## config.mk

```make
export PLATFORM = sky130hd
export DESIGN_NAME = v74x148_registered
export DESIGN_NICKNAME = d
export VERILOG_FILES = /design/src/rtl/v74x148_registered.sv
export SDC_FILE = /design/constraint.sdc
export NUM_CORES = 1
export LEC_CHECK = 0
export ABC_AREA = 1
export CAP_MARGIN = 25
export CORE_UTILIZATION = 39
export CTS_BUF_LIST = sky130_fd_sc_hd__clkbuf_16
export DETAILED_ROUTE_END_ITERATION = 6
export PLACE_DENSITY = 0.72
export RECOVER_POWER = 25
export SYNTH_ARGS = -nofsm -noshare
export SYNTH_HDL_FRONTEND = slang
export SYNTH_SLANG_ARGS = --single-unit
```

## constraint.sdc

```tcl
create_clock -name CLK -period 1.1 [get_ports CLK]
set_input_delay 0.275 -clock CLK [delete_from_list [all_inputs] [get_ports CLK]]
set_output_delay 0.275 -clock CLK [all_outputs]
set_load 0.02 [all_outputs]
```

## src/rtl/v74x148_registered.sv

```systemverilog
// ---------------------------------------------------------------------------
// v74x148_registered
//
// Registered 8-line priority encoder in the spirit of the 74x148, with sticky
// request capture and an acknowledge that retires the reported request.
//
// Requests on I_L (active-low) are OR-ed into an 8-bit pending register PEND
// each clock while the registered enable EN is set. The outputs decode only
// PEND and EN, so every input reaches the outputs exactly one edge after it
// is sampled. ACK clears the bit currently reported on A_L. A new request on
// the same line at the same edge wins over the clear.
//
// Ports
//   CLK   in   1  single clock, all state changes on the rising edge
//   RST_L in   1  asynchronous active-low reset (clears PEND and EN)
//   EI_L  in   1  enable input, active-low, registered into EN
//   I_L   in   8  request lines, active-low, bit 7 highest priority
//   ACK   in   1  active-high acknowledge of the request shown on A_L
//   A_L   out  3  active-low index of the highest pending request
//   GS_L  out  1  active-low: enabled and at least one request pending
//   EO_L  out  1  active-low: enabled and nothing pending (cascade enable)
// ---------------------------------------------------------------------------
module v74x148_registered (
    input  logic       CLK,
    input  logic       RST_L,
    input  logic       EI_L,
    input  logic [7:0] I_L,
    input  logic       ACK,
    output logic [2:0] A_L,
    output logic       GS_L,
    output logic       EO_L
);

    logic [7:0] pend_q;
    logic [7:0] pend_d;
    logic       en_q;
    logic       en_d;

    // Highest set bit of PEND and whether anything is pending.
    logic [2:0] top_idx;
    logic       any_pend;

    // Acknowledge handling.
    logic       ack_take;
    logic [7:0] ack_mask;

    // -----------------------------------------------------------------------
    // Priority encode of the pending register: bit 7 wins.
    // -----------------------------------------------------------------------
    always_comb begin
        top_idx  = 3'd0;
        any_pend = 1'b1;
        casez (pend_q)
            8'b1???????: top_idx = 3'd7;
            8'b01??????: top_idx = 3'd6;
            8'b001?????: top_idx = 3'd5;
            8'b0001????: top_idx = 3'd4;
            8'b00001???: top_idx = 3'd3;
            8'b000001??: top_idx = 3'd2;
            8'b0000001?: top_idx = 3'd1;
            8'b00000001: top_idx = 3'd0;
            default: begin
                top_idx  = 3'd0;
                any_pend = 1'b0;
            end
        endcase
    end

    // -----------------------------------------------------------------------
    // Output decode: a function of PEND and EN only. GS_L and EO_L can never
    // both be low because one requires any_pend and the other its inverse.
    // -----------------------------------------------------------------------
    always_comb begin
        A_L  = 3'b111;
        GS_L = 1'b1;
        EO_L = 1'b1;
        if (en_q) begin
            if (any_pend) begin
                A_L  = ~top_idx;
                GS_L = 1'b0;
            end else begin
                EO_L = 1'b0;
            end
        end
    end

    // -----------------------------------------------------------------------
    // Next-state logic.
    // An acknowledge counts only while the block is enabled and something is
    // being reported (GS_L low); it clears the reported bit. New requests are
    // OR-ed in after the clear so a simultaneous request on the same line
    // keeps it pending.
    // -----------------------------------------------------------------------
    always_comb begin
        ack_take = ACK & en_q & any_pend;
        ack_mask = 8'h00;
        if (ack_take) begin
            ack_mask = 8'h01 << top_idx;
        end

        en_d   = ~EI_L;
        pend_d = pend_q;
        if (en_q) begin
            pend_d = (pend_q & ~ack_mask) | ~I_L;
        end
    end

    // -----------------------------------------------------------------------
    // State registers. EN loads on the first edge after reset release, while
    // PEND is still held by the old EN value, so nothing is captured then.
    // -----------------------------------------------------------------------
    always_ff @(posedge CLK or negedge RST_L) begin
        if (!RST_L) begin
            pend_q <= 8'h00;
            en_q   <= 1'b0;
        end else begin
            pend_q <= pend_d;
            en_q   <= en_d;
        end
    end

endmodule

```

==> impl_metrics.py, run 1 <==
metrics = {
    "clock_network": {
        "ctsLongestPathBuffers": 2,
        "reg_clk_slew_reported_paths_ns": 0.04,
        "h-tree-depth": 1,
        "clk-insertion-delay-late_ns": 0.23,
        "cts_buffers": 3,
        "clkSinkCount": 9,
        "cts_root_buffer": "sky130_fd_sc_hd__clkbuf_16",
        "tritoncts": "done",
    },
    "pwr": {
        "vdd_ir_drop_max_v": 0.00116,
        "cellLeakagePower_nw": 0.474,
        "power.total_mw": 1.24,
        "power.density_nw_per_um2": 1200,
    },
    "grt": {
        "number_of_antenna_violations_at_the_first_check_in_global_routing": 0,
        "overflow": 0,
        "number_of_global_route_vias_before_repair": 584,
        "wire_length_of_the_first_global_routing_pass_mm": 2.35,
        "gr_usage_total": 0.234,
        "grt_max_degree": 10,
    },
    "sta": {
        "peak_clock_frequency_supported_by_timing_mhz": 620,
        "fin_crit_sh": 1.47,
        "worst_slew_pin_slew_ns": 0.459,
        "setup_slack_ns": -0.512,
        "worst_hold_slack_ns": 0.432,
        "timing.final.hold_violations": 0,
        "setup-violations-final": 13,
        "relSlewSlack": 0.693,
        "timing.final.max_slew_violations": 0,
        "fin_worst_skew_ns": 0.000273,
        "finalWorstPathRequiredPeriod_ns": 1.61,
        "unrepaired_setup_endpoints_after_global_routing": "yes",
    },
    "critical_path": {
        "crit_path_max_fanout": 3,
        "worstPathArrival_ns": 1.34,
        "setup.worst_path.class": "reg -> out",
        "crit_chain": "nor2_2 -> nand2_2 -> nor2_2 -> nor2_1 -> nand3_1 -> nand2_2 -> buf_6",
        "slowest_stage_cell_cp": "sky130_fd_sc_hd__dfrtp_1",
        "critPathMaxStageDelay_ns": 0.40,
        "critPathCaptureType": "primary output",
        "worstPathRequired_ns": 0.82,
        "critPathLaunchType": "flop",
    },
    "routing": {
        "drt_pre_antenna_iters": 4,
        "final_antenna_net_count": 0,
        "detail_route.wirelength.met1_um": 732,
        "drt-wirelength-per-cell_um": 12.9,
        "met3WireLength_um": 51,
        "drt_iter0_drc": 12,
        "routed_wl_mm": 1.68,
        "vias": 645,
        "post_drt_via_cell_ratio": 4.96,
        "drt_drc_violations_left": 0,
        "top_signal_layer_used": "met4",
        "detailroute.wirelength.met2_um": 873,
    },
    "yosys": {
        "synthDominantAreaCellType": "sky130_fd_sc_hd__dfrtp_1",
        "synth.top_cells.by_count": "sky130_fd_sc_hd__nand2_1, sky130_fd_sc_hd__nand3_1, sky130_fd_sc_hd__dfrtp_1, sky130_fd_sc_hd__inv_1",
        "synth-async-reset-ratio": 1.00,
        "yosysWarningCount": 0,
        "post_synth.cell_area_avg_um2": 7.02,
        "ys_types": 14,
        "synthesis.nets": 89,
        "mappedNetlistArea_um2": 541,
        "synth_edf_count": 0,
        "ys_top_cells_by_area": "sky130_fd_sc_hd__dfrtp_1, sky130_fd_sc_hd__nand2_1, sky130_fd_sc_hd__nand3_1",
        "fraction_of_post_synthesis_cell_area_in_the_top_cell_type_by_area": 0.417,
        "ys.flop_type": "sky130_fd_sc_hd__dfrtp_1",
        "cell_count_after_synthesis": 77,
        "yosysMostFrequentCell": "sky130_fd_sc_hd__nand2_1",
        "synth-seq-area-share": 0.417,
        "yosys_register_bits": 9,
    },
    "final_layout": {
        "diodes": 0,
        "nets": 128,
        "post_route_utilization": 0.792,
        "final_layout_size_suffix_gt1_frac": 0.504,
        "fin_cells": 130,
        "area_growth_syn_to_layout_pct": 90.7,
    },
    "hold_path": {
        "worst_hold_path_type": "in -> async",
    },
    "placed_design": {
        "detailed_place_hpwl_mm": 1.01,
        "placement.setup.worst_slack_ns": -0.686,
        "finalWeightedCongestion": 0.790,
        "buffer_ports.inserted": 16,
        "dp_cells": 121,
    },
    "die": {
        "core_area_um2": 1300,
        "floorplan.initialDensity": 0.415,
        "floorplan.die.height_um": 39.2,
        "floorplan.die_area_um2": 1540,
        "number_of_ports_placed_on_the_die_boundary": 17,
        "row_count": 13,
        "floorplan.die.width_um": 39.2,
    },
    "status": {
        "status": "finished with violations",
        "violations": "negative setup slack",
    },
    "run": {
        "drv.max_cap_violation_count": 0,
    },
}
-- state kept, by name, indices dropped and copies added, names as in the netlist --
| signal | count |
|---|---|
| en_q | 1 |
| pend_q | 8 |
-- layout by cell type (no fill, tap or decap) --
master | Yosys | final
sky130_fd_sc_hd__inv_2 | 1 | 2
sky130_fd_sc_hd__dfrtp_1 | 9 | 9
sky130_fd_sc_hd__dlygate4sd3_1 | 0 | 2
sky130_fd_sc_hd__buf_6 | 0 | 5
sky130_fd_sc_hd__or2_2 | 7 | 7
sky130_fd_sc_hd__nand2_1 | 24 | 19
sky130_fd_sc_hd__nor2_2 | 2 | 4
sky130_fd_sc_hd__nand2_2 | 1 | 4
sky130_fd_sc_hd__o21ai_1 | 1 | 1
sky130_fd_sc_hd__nand3_2 | 0 | 8
sky130_fd_sc_hd__clkdlybuf4s50_1 | 0 | 9
sky130_fd_sc_hd__nor3_2 | 0 | 1
sky130_fd_sc_hd__inv_1 | 8 | 8
sky130_fd_sc_hd__buf_4 | 0 | 17
sky130_fd_sc_hd__o21ai_2 | 0 | 1
sky130_fd_sc_hd__nor2_4 | 1 | 2
sky130_fd_sc_hd__nor3_1 | 2 | 1
sky130_fd_sc_hd__clkbuf_16 | 0 | 3
sky130_fd_sc_hd__nand3_1 | 12 | 4
sky130_fd_sc_hd__buf_8 | 0 | 1
sky130_fd_sc_hd__nand2_4 | 1 | 3
sky130_fd_sc_hd__nor2_1 | 7 | 4
-- per-stage QoR --
step | cell area [um^2] | setup TNS, ns
6_report | 1030 | -3.79
5_1_grt | 1030 | -4.57
3_5_place_dp | 837 | -4.42
4_1_cts | 995 | -4.57
2_1_floorplan | 561 | -0.374
3_3_place_gp | 837 | -4.10
-- metal layers --
| layer | up-vias | global-route usage |
|---|---|---|
| li1 | 314 | - |
| met1 | 307 | 0.268 |
| met2 | 22 | 0.425 |
| met3 | 2 | 0.0116 |
| met4 | 0 | 0.129 |
| met5 | - | 0 |
-- path summary, 6_finish.rpt --
path                       startpoint   endpoint  slack [ns]  cells after the start
setup / recovery            pend_q[7]     A_L[0]       -0.51                      7
hold / removal                  RST_L  pend_q[6]        0.43                      1
setup reg to reg            pend_q[7]  pend_q[1]       -0.21                      8
hold reg to reg             pend_q[0]  pend_q[0]        0.49                      2
max in group asynchronous       RST_L  pend_q[7]        0.36                      1
min in group CLK            pend_q[0]  pend_q[0]        0.49                      2
-- power by group --
part | total, mW | switching, mW | internal (mW) | leakage, nW
sequential | 0.370 | 0.0218 | 0.348 | 0.0860
clock | 0.639 | 0.163 | 0.476 | 0.0423
combinational | 0.229 | 0.104 | 0.126 | 0.346
-- logic make-up (layout without fill, tap and decap cells) --
kind of cell    after synthesis  count (layout)  share of synthesized area
simple gates                 57              57                      0.502
flops                         9               9                      0.417
compound gates                2               2                     0.0185
buf+inv                       9              47                     0.0625
-- area by class of cell --
type	instances	area, um^2
clock buffers	3	75.1
multi-input cells	59	365
repair buffers	34	309
fillers	88	270
flip-flops and latches	9	225
well taps	15	18.8
inverters	9	33.8
clock inverters	1	3.75
-- timing repair --
action	in CTS	in global routing
setup endpoints to repair	13	13
gates resized for setup	37	12
pin swaps	7	2
setup buffers	5	1
hold endpoints to repair	0	0
hold buffers	0	0
-- worst max-delay path, delay by kind of cell (launching register included) --
kind | cells | cell delay, ns
AND/OR/NAND/NOR | 6 | 0.58
flip-flops | 1 | 0.40
buffers and inverters | 1 | 0.14
Power figures use the tool's default switching activity.
==> run 2: changes to the inputs <==
--- a/config.mk
+++ b/config.mk
@@ -5,12 +5,12 @@
 export SDC_FILE = /design/constraint.sdc
 export NUM_CORES = 1
 export LEC_CHECK = 0
-export ABC_AREA = 1
 export CAP_MARGIN = 25
-export CORE_UTILIZATION = 39
+export CORE_AREA = 2 2 39 41
 export CTS_BUF_LIST = sky130_fd_sc_hd__clkbuf_16
 export DETAILED_ROUTE_END_ITERATION = 6
-export PLACE_DENSITY = 0.72
+export DIE_AREA = 0 0 41 43
+export PLACE_DENSITY = 0.65
 export RECOVER_POWER = 25
 export SYNTH_ARGS = -nofsm -noshare
 export SYNTH_HDL_FRONTEND = slang
==> run 2 against run 1 <==
- hold slack worse by 0.022 ns
- sequential share of layout area up 2.3 points
- first-iteration DRC count down 50%
- maximum frequency down 0.70%
- non-clock buffer count up 2
- flip-flop and latch count unchanged
- die area up 15%
- combinational power about the same
- the run still ends with negative setup slack left
- global-route usage down 4.6 points
- clock power down 3.8%
- wire length down 21%
==> impl_metrics.py, run 2 <==
metrics = {
    "status": {
        "status": "finished with violations",
        "violations": "negative setup slack",
    },
    "yosys": {
        "cell_count_after_synthesis": 45,
        "ys.flop_type": "sky130_fd_sc_hd__dfrtp_1",
        "synth-seq-area-share": 0.516,
        "ys_types": 18,
        "post_synth.cell_area_avg_um2": 9.70,
        "synthesis.nets": 57,
        "synth-async-reset-ratio": 1.00,
        "fraction_of_post_synthesis_cell_area_in_the_top_cell_type_by_area": 0.516,
        "yosysMostFrequentCell": "sky130_fd_sc_hd__dfrtp_1",
        "mappedNetlistArea_um2": 437,
        "synth.top_cells.by_count": "sky130_fd_sc_hd__dfrtp_1, sky130_fd_sc_hd__o21ai_0, sky130_fd_sc_hd__nand2_1, sky130_fd_sc_hd__o21ai_1, sky130_fd_sc_hd__inv_1",
        "yosys_register_bits": 9,
        "yosysWarningCount": 0,
        "ys_top_cells_by_area": "sky130_fd_sc_hd__dfrtp_1, sky130_fd_sc_hd__o21ai_0, sky130_fd_sc_hd__o21ai_1",
        "synthDominantAreaCellType": "sky130_fd_sc_hd__dfrtp_1",
        "synth_edf_count": 0,
    },
    "pwr": {
        "cellLeakagePower_nw": 0.398,
        "vdd_ir_drop_max_v": 0.00129,
        "power.density_nw_per_um2": 1260,
    },
    "sta": {
        "setup-violations-final": 11,
        "fin_worst_skew_ns": 0.000630,
        "setup_slack_ns": -0.523,
        "peak_clock_frequency_supported_by_timing_mhz": 616,
        "relSlewSlack": 0.735,
        "unrepaired_setup_endpoints_after_global_routing": "yes",
        "finalWorstPathRequiredPeriod_ns": 1.62,
        "fin_crit_sh": 1.48,
        "timing.final.hold_violations": 0,
        "setup_total_negative_slack_ns": -4.42,
        "worst_slew_pin_slew_ns": 0.396,
        "timing.final.max_slew_violations": 0,
    },
    "placed_design": {
        "buffer_ports.inserted": 16,
        "detailed_place_hpwl_um": 867,
        "dp_cells": 89,
        "finalWeightedCongestion": 0.717,
    },
    "critical_path": {
        "worst-r2r-setup-slack_ns": -0.42,
        "worstPathRequired_ns": 0.82,
        "crit_path_max_fanout": 5,
        "critPathLaunchType": "flop",
        "critPathCaptureType": "primary output",
        "worstPathArrival_ns": 1.35,
        "setup.worst_path.class": "reg -> out",
    },
    "clock_network": {
        "post_cts_hold_buffer_count": 0,
        "tritoncts": "done",
        "cts_buffers": 3,
        "h-tree-depth": 1,
        "ctsLongestPathBuffers": 2,
        "reg_clk_slew_reported_paths_ns": 0.04,
        "cts_root_buffer": "sky130_fd_sc_hd__clkbuf_16",
        "clkSinkCount": 9,
        "clk-insertion-delay-late_ns": 0.23,
    },
    "final_layout": {
        "top_register": "pend_q",
        "final_layout_size_suffix_gt1_frac": 0.600,
        "seq_area_um2": 233,
        "largest_registers": "pend_q (8), en_q (1)",
        "area_growth_syn_to_layout_pct": 121,
        "post_route_utilization": 0.697,
        "fin_cells": 101,
        "diodes": 0,
        "layout_commonest_cell": "sky130_fd_sc_hd__buf_4",
        "multi_input_area_um2": 283,
        "nets": 98,
        "largest_reg_flops": 8,
        "nFillCells": 107,
        "layout.cells.most_common_list": "sky130_fd_sc_hd__buf_4, sky130_fd_sc_hd__o21ai_1, sky130_fd_sc_hd__clkdlybuf4s50_1, sky130_fd_sc_hd__buf_6, sky130_fd_sc_hd__dfrtp_2",
    },
    "routing": {
        "vias": 495,
        "routed_wl_mm": 1.33,
        "final_antenna_net_count": 0,
        "drt_drc_violations_left": 0,
        "drt_pre_antenna_iters": 4,
        "post_drt_via_cell_ratio": 4.90,
        "drt-wirelength-per-cell_um": 13.2,
        "drt_iter0_drc": 6,
    },
    "grt": {
        "wire_length_of_the_first_global_routing_pass_mm": 2.24,
        "grt_max_degree": 10,
        "number_of_global_route_vias_before_repair": 488,
        "gr_usage_total": 0.188,
        "number_of_antenna_violations_at_the_first_check_in_global_routing": 0,
        "overflow": 0,
    },
    "hold_path": {
        "worst_hold_path_type": "in -> async",
    },
    "die": {
        "floorplan.initialDensity": 0.316,
        "floorplan.die.height_um": 43,
        "number_of_ports_placed_on_the_die_boundary": 17,
        "floorplan.die_area_um2": 1760,
        "floorplan.die.width_um": 41,
        "core_area_um2": 1380,
        "row_count": 14,
    },
    "run": {
        "drv.max_cap_violation_count": 0,
    },
}
## run 2: changes by cell type in the layout (fill, tap and decap cells not counted), moves of 5 or more
cell,delta
sky130_fd_sc_hd__or2_2,-7
sky130_fd_sc_hd__o21ai_1,+7
sky130_fd_sc_hd__dfrtp_2,+6
sky130_fd_sc_hd__nand2_1,-15
sky130_fd_sc_hd__nand3_2,-8
sky130_fd_sc_hd__dfrtp_1,-6
sky130_fd_sc_hd__inv_1,-5
## run 2: final cells by class
type | count | area share
multi-input cells | 33 | 0.293
well taps | 16 | 0.0208
inverters | 3 | 0.0117
clock inverters | 1 | 0.00389
flip-flops and latches | 9 | 0.241
repair buffers | 36 | 0.351
clock buffers | 3 | 0.0778
## run 2: cell families after synthesis
logic type / synth area share
compound gates: 0.244
simple gates: 0.215
buf+inv: 0.0258
flops: 0.516
## run 2: metal layers
| layer | track usage | vias to the layer above | share of wire |
|---|---|---|---|
| met4 | 0.0800 | 0 | 0 |
| li1 | - | 249 | - |
| met2 | 0.294 | 8 | 0.55 |
| met3 | 0.0157 | 0 | 0.019 |
| met1 | 0.253 | 238 | 0.43 |
| met5 | 0 | - | 0 |
## run 2: critical path, stage by stage, from the launching register on
cell	delay, ns
sky130_fd_sc_hd__dfrtp_2	0.46
sky130_fd_sc_hd__nor4_4	0.35
sky130_fd_sc_hd__nand2b_4	0.19
sky130_fd_sc_hd__buf_6	0.11
## run 2: path summary, 6_finish.rpt
path / start / depth (start not counted) / end
max: pend_q[4] / 3 / A_L[2]
min in group CLK: pend_q[0] / 2 / pend_q[0]
min reg2reg: pend_q[0] / 2 / pend_q[0]
max in group asynchronous: RST_L / 1 / en_q
min: RST_L / 1 / pend_q[2]
max reg2reg: pend_q[4] / 5 / pend_q[0]
## run 2: stage by stage
stage	power [mW]	instance area (um^2)	worst slack, ns	hold slack [ns]
3_5_place_dp	0.555	737	-0.820	0.536
2_1_floorplan	0.436	467	-0.248	-0.0206
3_3_place_gp	0.552	737	-0.795	0.527
6_report	1.22	965	-0.523	0.410
5_1_grt	1.27	965	-0.612	0.449
4_1_cts	1.21	930	-0.507	0.358
## run 2: report_power, final
part / leakage, nW / internal, mW / switching [mW]
Clock: 0.0423 / 0.473 / 0.142
Sequential: 0.0834 / 0.351 / 0.0255
Combinational: 0.272 / 0.133 / 0.0932
## run 2: repair_timing
item	4_1_cts	5_1_grt
setup buffers	8	2
gates resized for setup	49	6
endpoints found under the setup margin	12	13
pin swaps	14	3
